===== src/rtl/vga_timing.sv =====
// Raster timing source for the VGA drawing pipeline: position counters, sync pulses
// and blanking flags, all registered together so every field describes the same pixel.
module vga_timing #(
    parameter int   H_ACTIVE = 1024,
    parameter int   H_FP     = 24,
    parameter int   H_SYNC   = 136,
    parameter int   H_BP     = 160,
    parameter int   V_ACTIVE = 768,
    parameter int   V_FP     = 3,
    parameter int   V_SYNC   = 6,
    parameter int   V_BP     = 29,
    parameter logic SYNC_POL = 1'b1
) (
    input  logic        clk,
    input  logic        rst,
    output logic [10:0] hcount_o,
    output logic [10:0] vcount_o,
    output logic        hsync_o,
    output logic        vsync_o,
    output logic        hblnk_o,
    output logic        vblnk_o,
    output logic [11:0] rgb_o,
    output logic        frame_start
);

    localparam int H_TOTAL = H_ACTIVE + H_FP + H_SYNC + H_BP;
    localparam int V_TOTAL = V_ACTIVE + V_FP + V_SYNC + V_BP;

    if ((H_TOTAL - 1) > 2047 || (V_TOTAL - 1) > 2047) begin : g_width_check
        $error("vga_timing: H_TOTAL-1 or V_TOTAL-1 does not fit in 11 bits");
    end

    localparam logic [10:0] H_LAST     = 11'(H_TOTAL - 1);
    localparam logic [10:0] V_LAST     = 11'(V_TOTAL - 1);
    localparam logic [10:0] H_BLNK_BEG = 11'(H_ACTIVE);
    localparam logic [10:0] H_SYNC_BEG = 11'(H_ACTIVE + H_FP);
    localparam logic [10:0] H_SYNC_END = 11'(H_ACTIVE + H_FP + H_SYNC);
    localparam logic [10:0] V_BLNK_BEG = 11'(V_ACTIVE);
    localparam logic [10:0] V_SYNC_BEG = 11'(V_ACTIVE + V_FP);
    localparam logic [10:0] V_SYNC_END = 11'(V_ACTIVE + V_FP + V_SYNC);

    logic [10:0] hcount_q, hcount_d;
    logic [10:0] vcount_q, vcount_d;
    logic        hsync_q, hsync_d;
    logic        vsync_q, vsync_d;
    logic        hblnk_q, hblnk_d;
    logic        vblnk_q, vblnk_d;
    logic        frame_start_q, frame_start_d;

    // Flags decode the next position so they land in the same register stage as it.
    always_comb begin
        hcount_d = (hcount_q == H_LAST) ? 11'd0 : hcount_q + 11'd1;
        vcount_d = vcount_q;
        if (hcount_q == H_LAST) begin
            vcount_d = (vcount_q == V_LAST) ? 11'd0 : vcount_q + 11'd1;
        end

        hblnk_d = (hcount_d >= H_BLNK_BEG);
        vblnk_d = (vcount_d >= V_BLNK_BEG);
        hsync_d = ((hcount_d >= H_SYNC_BEG) && (hcount_d < H_SYNC_END)) ? SYNC_POL : ~SYNC_POL;
        vsync_d = ((vcount_d >= V_SYNC_BEG) && (vcount_d < V_SYNC_END)) ? SYNC_POL : ~SYNC_POL;
        frame_start_d = (hcount_d == 11'd0) && (vcount_d == 11'd0);
    end

    always_ff @(posedge clk) begin
        if (rst) begin
            hcount_q      <= 11'd0;
            vcount_q      <= 11'd0;
            hsync_q       <= ~SYNC_POL;
            vsync_q       <= ~SYNC_POL;
            hblnk_q       <= 1'b0;
            vblnk_q       <= 1'b0;
            frame_start_q <= 1'b0;
        end else begin
            hcount_q      <= hcount_d;
            vcount_q      <= vcount_d;
            hsync_q       <= hsync_d;
            vsync_q       <= vsync_d;
            hblnk_q       <= hblnk_d;
            vblnk_q       <= vblnk_d;
            frame_start_q <= frame_start_d;
        end
    end

    // Colour is owned entirely by the downstream drawing stages.
    assign rgb_o       = 12'h000;
    assign hcount_o    = hcount_q;
    assign vcount_o    = vcount_q;
    assign hsync_o     = hsync_q;
    assign vsync_o     = vsync_q;
    assign hblnk_o     = hblnk_q;
    assign vblnk_o     = vblnk_q;
    assign frame_start = frame_start_q;

endmodule


===== config.mk =====
export PLATFORM = sky130hd
export DESIGN_NAME = vga_timing
export DESIGN_NICKNAME = d
export VERILOG_FILES = /design/src/rtl/vga_timing.sv
export SDC_FILE = /design/constraint.sdc
export NUM_CORES = 1
export LEC_CHECK = 0
export ABC_CLOCK_PERIOD_IN_PS = 2900
export BUFFER_PORTS_ARGS = -buffer_cell sky130_fd_sc_hd__buf_2
export CAP_MARGIN = 20
export CELL_PAD_IN_SITES_DETAIL_PLACEMENT = 1
export CELL_PAD_IN_SITES_GLOBAL_PLACEMENT = 2
export CORE_MARGIN = 2
export CORE_UTILIZATION = 30
export DETAILED_ROUTE_END_ITERATION = 16
export PLACE_DENSITY = 0.85
export SKIP_LAST_GASP = 1
export SYNTH_ARGS = -nofsm -noshare
export SYNTH_HDL_FRONTEND = slang
export SYNTH_SLANG_ARGS = --single-unit

===== constraint.sdc =====
create_clock -name clk -period 2.9 [get_ports clk]
set_input_delay 0.435 -clock clk [delete_from_list [all_inputs] [get_ports clk]]
set_output_delay 0.435 -clock clk [all_outputs]
set_load 0.01 [all_outputs]

### Word-level counts from Yosys, hierarchy flattened

Index checks and enable logic that the tools add are counted.

* $add $sub $neg: 2
* magnitude comparators: 6
* equality and inequality tests: 2
* multiplexer cells: 5
* reduce and logical (&&, ||, !) cells: 5

Operator list (count)
* two-way mux 11 bit: 3
* adder 11 x 1 -> 11 bit, second input constant: 2
* greater-or-equal comparator 11 x 10 -> 1 bit, second input constant: 2
* greater-or-equal comparator 11 bit, second input constant: 2
* logical NOT 11 bit: 2
* equality test 11 x 10 -> 1 bit, second input constant: 1
* equality test 11 bit, second input constant: 1
* < comparator 11 x 10 -> 1 bit, second input constant: 1
* < comparator 11 bit, second input constant: 1
* logical AND 1 bit: 3
* two-way mux 1 bit: 2

* register bits: 27

### Logic depth before layout (Yosys ltp)

* word-level depth: 6
* mapped depth: 9
* gate-level depth less buffers: 8

### Worst setup path before layout

No wires, ideal clock.

* path type: register to register
* start: register hcount_q[0] (netlist: hcount_o[0])
* end: register vsync_q (netlist: vsync_o)
* library setup time: 0.103 ns
* arrival: 2.508 ns
* required time: 2.797 ns
* slack: 0.289 ns
* cell stages (with the launch flop): 10
* buffers on the path: 2
* period minus slack after synthesis: 2.611 ns
* cells stage by stage: dfxtp_1 > ha_1 > buf_2 > inv_2 > or4_1 > buf_2 > o31a_1 > or2_0 > a21bo_1 > a2111oi_2

* cells in the longest elaborated chain, start to end: 5
* elaborated cells between the ends (all ways): 6

Ends and longest elaborated chain
* start: declaration: line 42 `logic [10:0] hcount_q, hcount_d;`
* start signal: assignment: line 75 `hcount_q <= hcount_d;`
* equality test 11 bit *: line 54 `if (hcount_q == H_LAST) begin`
* two-way mux 11 bit *: line 54
* greater-or-equal comparator 11 x 10 -> 1 bit / < comparator 11 x 10 -> 1 bit (equally long branches): line 61 `vsync_d = ((vcount_d >= V_SYNC_BEG) && (vcount_d < V_SYNC_END)) ? SYNC_POL : ~SYNC_POL;`
* logical AND 1 bit *: line 61
* two-way mux 1 bit *: line 61
* end signal: assignment: line 70 `vsync_q <= ~SYNC_POL;`
* end signal: assignment: line 78 `vsync_q <= vsync_d;`
* end: declaration: line 45 `logic vsync_q, vsync_d;`

Every way passes the cells marked *; elsewhere a longest branch is shown, timed or not.
A chain may end at the register's enable or synchronous reset.

### Worst setup path after layout

* start: register hcount_q[7] (netlist: hcount_o[7])
* end: register vsync_q (netlist: vsync_o)

Same word-level chain as after synthesis.

==> metrics.csv <==
metric,value,unit
post_synth.cell_area_avg,7.989,sq um
worst_setup_path_end_kind,flip-flop,
hold_violations,0,
synth_top_flop_cell,dfxtp_1,
status,"finished, final reports clean",
layout-drive-gt1-share,0.2124,
drt_wl_total,4.323,mm
io_pins,41,
postCtsSetupBuffers,0,
yosysTopAreaCellShare,0.3258,
grt-ovfl-total,0,
final.fill_count,683,
crit_slowest_cell,dfxtp_1,
crit_type,reg -> reg,
fmax,393.7,MHz
layout.nets,232,
period_minus_slack,2540,ps
arrival,2720,ps
ys_ff_latch,26,
port_buffers,28,
crit_chain,or2_1 > nor4_2 > buf_4 > nand4_1 > mux2i_1 > a21bo_1 > a2111oi_2,
rows,26,
drt_iter0_markers,110,
synth.distinct_cells,52,
min_path_type,reg -> reg,
area_delta_synth_final,14.57,%
fin_crit_sh,0.8758,
multi_input_comb_area,937.1,sq um
postPlaceCellArea,0.001775,sq mm
critical_path_required,3080,ps
setup_violations,0,
vdd_drop_max,0.1940,mV
synth_area,0.001598,sq mm
design_area,0.001831,sq mm
power_density,357.1,mW/mm^2
insertedDiodeCount,0,
maxSlewViolCount,0,
dieArea,0.005926,sq mm
max_stage_delay,420,ps
yosys_warnings,0,
final_antenna_net_count,0,
vias,1542,
wl_per_cell,14.60,microns
synth-edff-count,0,
finalPower,0.6537,mW
core_region_area,0.005140,sq mm
cts.sinks,26,
hold_buffers,0,
numCtsBuffers,3,
gp_congestion,0.8564,
grt_antenna_before_repair,0,
syn_inst,200,
clockRootBuffer,clkbuf_8,
dp_slack,376.6,ps
clockBufferDepth,2,
track_usage,0.1469,
avgViaCountPerCell,5.209,
clkTransAtPathRegs,100,ps
synth_top_area_cell,dfxtp_1,
power.leakage,0.7179,nW
synth_area_leaders,"dfxtp_1 (33%), buf_4 (6.1%), nor2_1 (5.4%), nand3_1 (4.1%), nor3_1 (4.1%)",
start_util,0.3109,
dieHeight,76.98,microns
htree_levels,1,
grt_pass1_wl,7.100,mm
clk_latency,280,ps
cts_tree,yes,
grt_pass1_vias,1404,
cts_resized,0,
cp_max_fo,14,
clock_skew,3.327,ps
start_kind,flip-flop,
route.detailed.drc,0,
grt_max_degree,22,
seqCellArea,520.5,sq um
finalSetupTns,0,ps
drv_cap,0,
rsz0062_at_grt,false,
dpl.hpwl,3.276,mm
fin_util,0.3561,
dieWidth,76.98,microns
async_reset_ff_frac,0,
finalWorstSetupSlack,360.1,ps
first_pass_iters,4,
ys_seq_area_frac,0.3258,
## cell families (layout without fill, tap and decap cells)
kind of cell / after synthesis / after routing / synth area share
buf+inv: 32 / 47 / 0.1135
compound gates: 37 / 37 / 0.1676
mux: 1 / 1 / 0.006265
flops: 26 / 26 / 0.3258
fa+ha+maj: 3 / 3 / 0.02350
xor+xnor: 12 / 12 / 0.06578
other cells: 1 / 12 / 0.002347
simple gates: 88 / 88 / 0.2952
## through the flow
stage               std cells  hold WS, ps
finish                    296        541.4
global route              296        581.3
CTS                       296        548.2
detailed placement        292        531.8
global placement          292        519.5
floorplan                 211        556.2
## cells in the final DEF (no fill, tap or decap), types with 2 or more instances in the layout
cell / instances
nor3_1: 13
nand4b_1: 2
nand4_1: 7
buf_4: 9
inv_1: 5
a21oi_1: 6
o41ai_1: 2
o31a_1: 2
and4_1: 4
xnor2_1: 6
or3_1: 3
nand3_1: 13
nor4_1: 3
nor2_1: 23
ha_1: 3
xor2_1: 6
nand2_1: 7
o21a_1: 3
dfxtp_1: 26
clkbuf_8: 4
or4_1: 2
conb_1: 12
and3_1: 2
a31oi_1: 3
buf_2: 28
or2_2: 2
o21ai_0: 7
## worst max-delay path, delay by kind of cell (launching register included)
family / cells / cell delay, ps
flip-flops: 1 / 420
AO/OA/AOI/OAI: 2 / 590
AND/OR/NAND/NOR: 3 / 830
multiplexers: 1 / 330
buffers and inverters: 1 / 280
## where the power goes
part | switching, mW | internal [mW] | leakage (nW)
Sequential | 0.00721 | 0.362 | 0.210
Clock | 0.122 | 0.122 | 0.0288
Combinational | 0.0280 | 0.0128 | 0.479
## final timing paths
check	slack, ps	endpoint	depth (start not counted)	start
worst max-delay path	360	vsync_o$_SDFF_PP0_	7	hcount_o[7]$_SDFF_PP0_
worst min register to register	540	hcount_o[0]$_SDFF_PP0_	1	hcount_o[0]$_SDFF_PP0_
worst max register to register	360	vsync_o$_SDFF_PP0_	7	hcount_o[7]$_SDFF_PP0_
worst min-delay path	540	hcount_o[0]$_SDFF_PP0_	1	hcount_o[0]$_SDFF_PP0_
## flip-flops by register name (all words and copies together) (netlist names)
register,cells
frame_start,1
hcount_o,11
hsync_o,1
vblnk_o,1
vcount_o,11
vsync_o,1
## layer usage
layer,global-route usage,vias up,share of wire
met5,0,-,0
met2,0.2404,32,0.46
met4,0.04821,0,0.013
met3,0.01882,5,0.036
li1,-,752,-
met1,0.2001,753,0.49
## Yosys cell counts (5+ instances only)
cell type and count:
dfxtp_1 26, nor2_1 23, buf_4 13, nand3_1 13
nor3_1 13, clkbuf_1 7, nand2_1 7, nand4_1 7
o21ai_0 7, a21oi_1 6, xnor2_1 6, xor2_1 6
inv_1 5
## cell type report
cell class / count / share of cell area
inverters: 6 / 0.01230
well taps: 70 / 0.04785
repair buffers: 37 / 0.1135
flip-flops and latches: 26 / 0.2843
clock buffers: 4 / 0.03008
multi-input cells: 153 / 0.5120
Note: power is estimated with default switching activity, not from simulation.
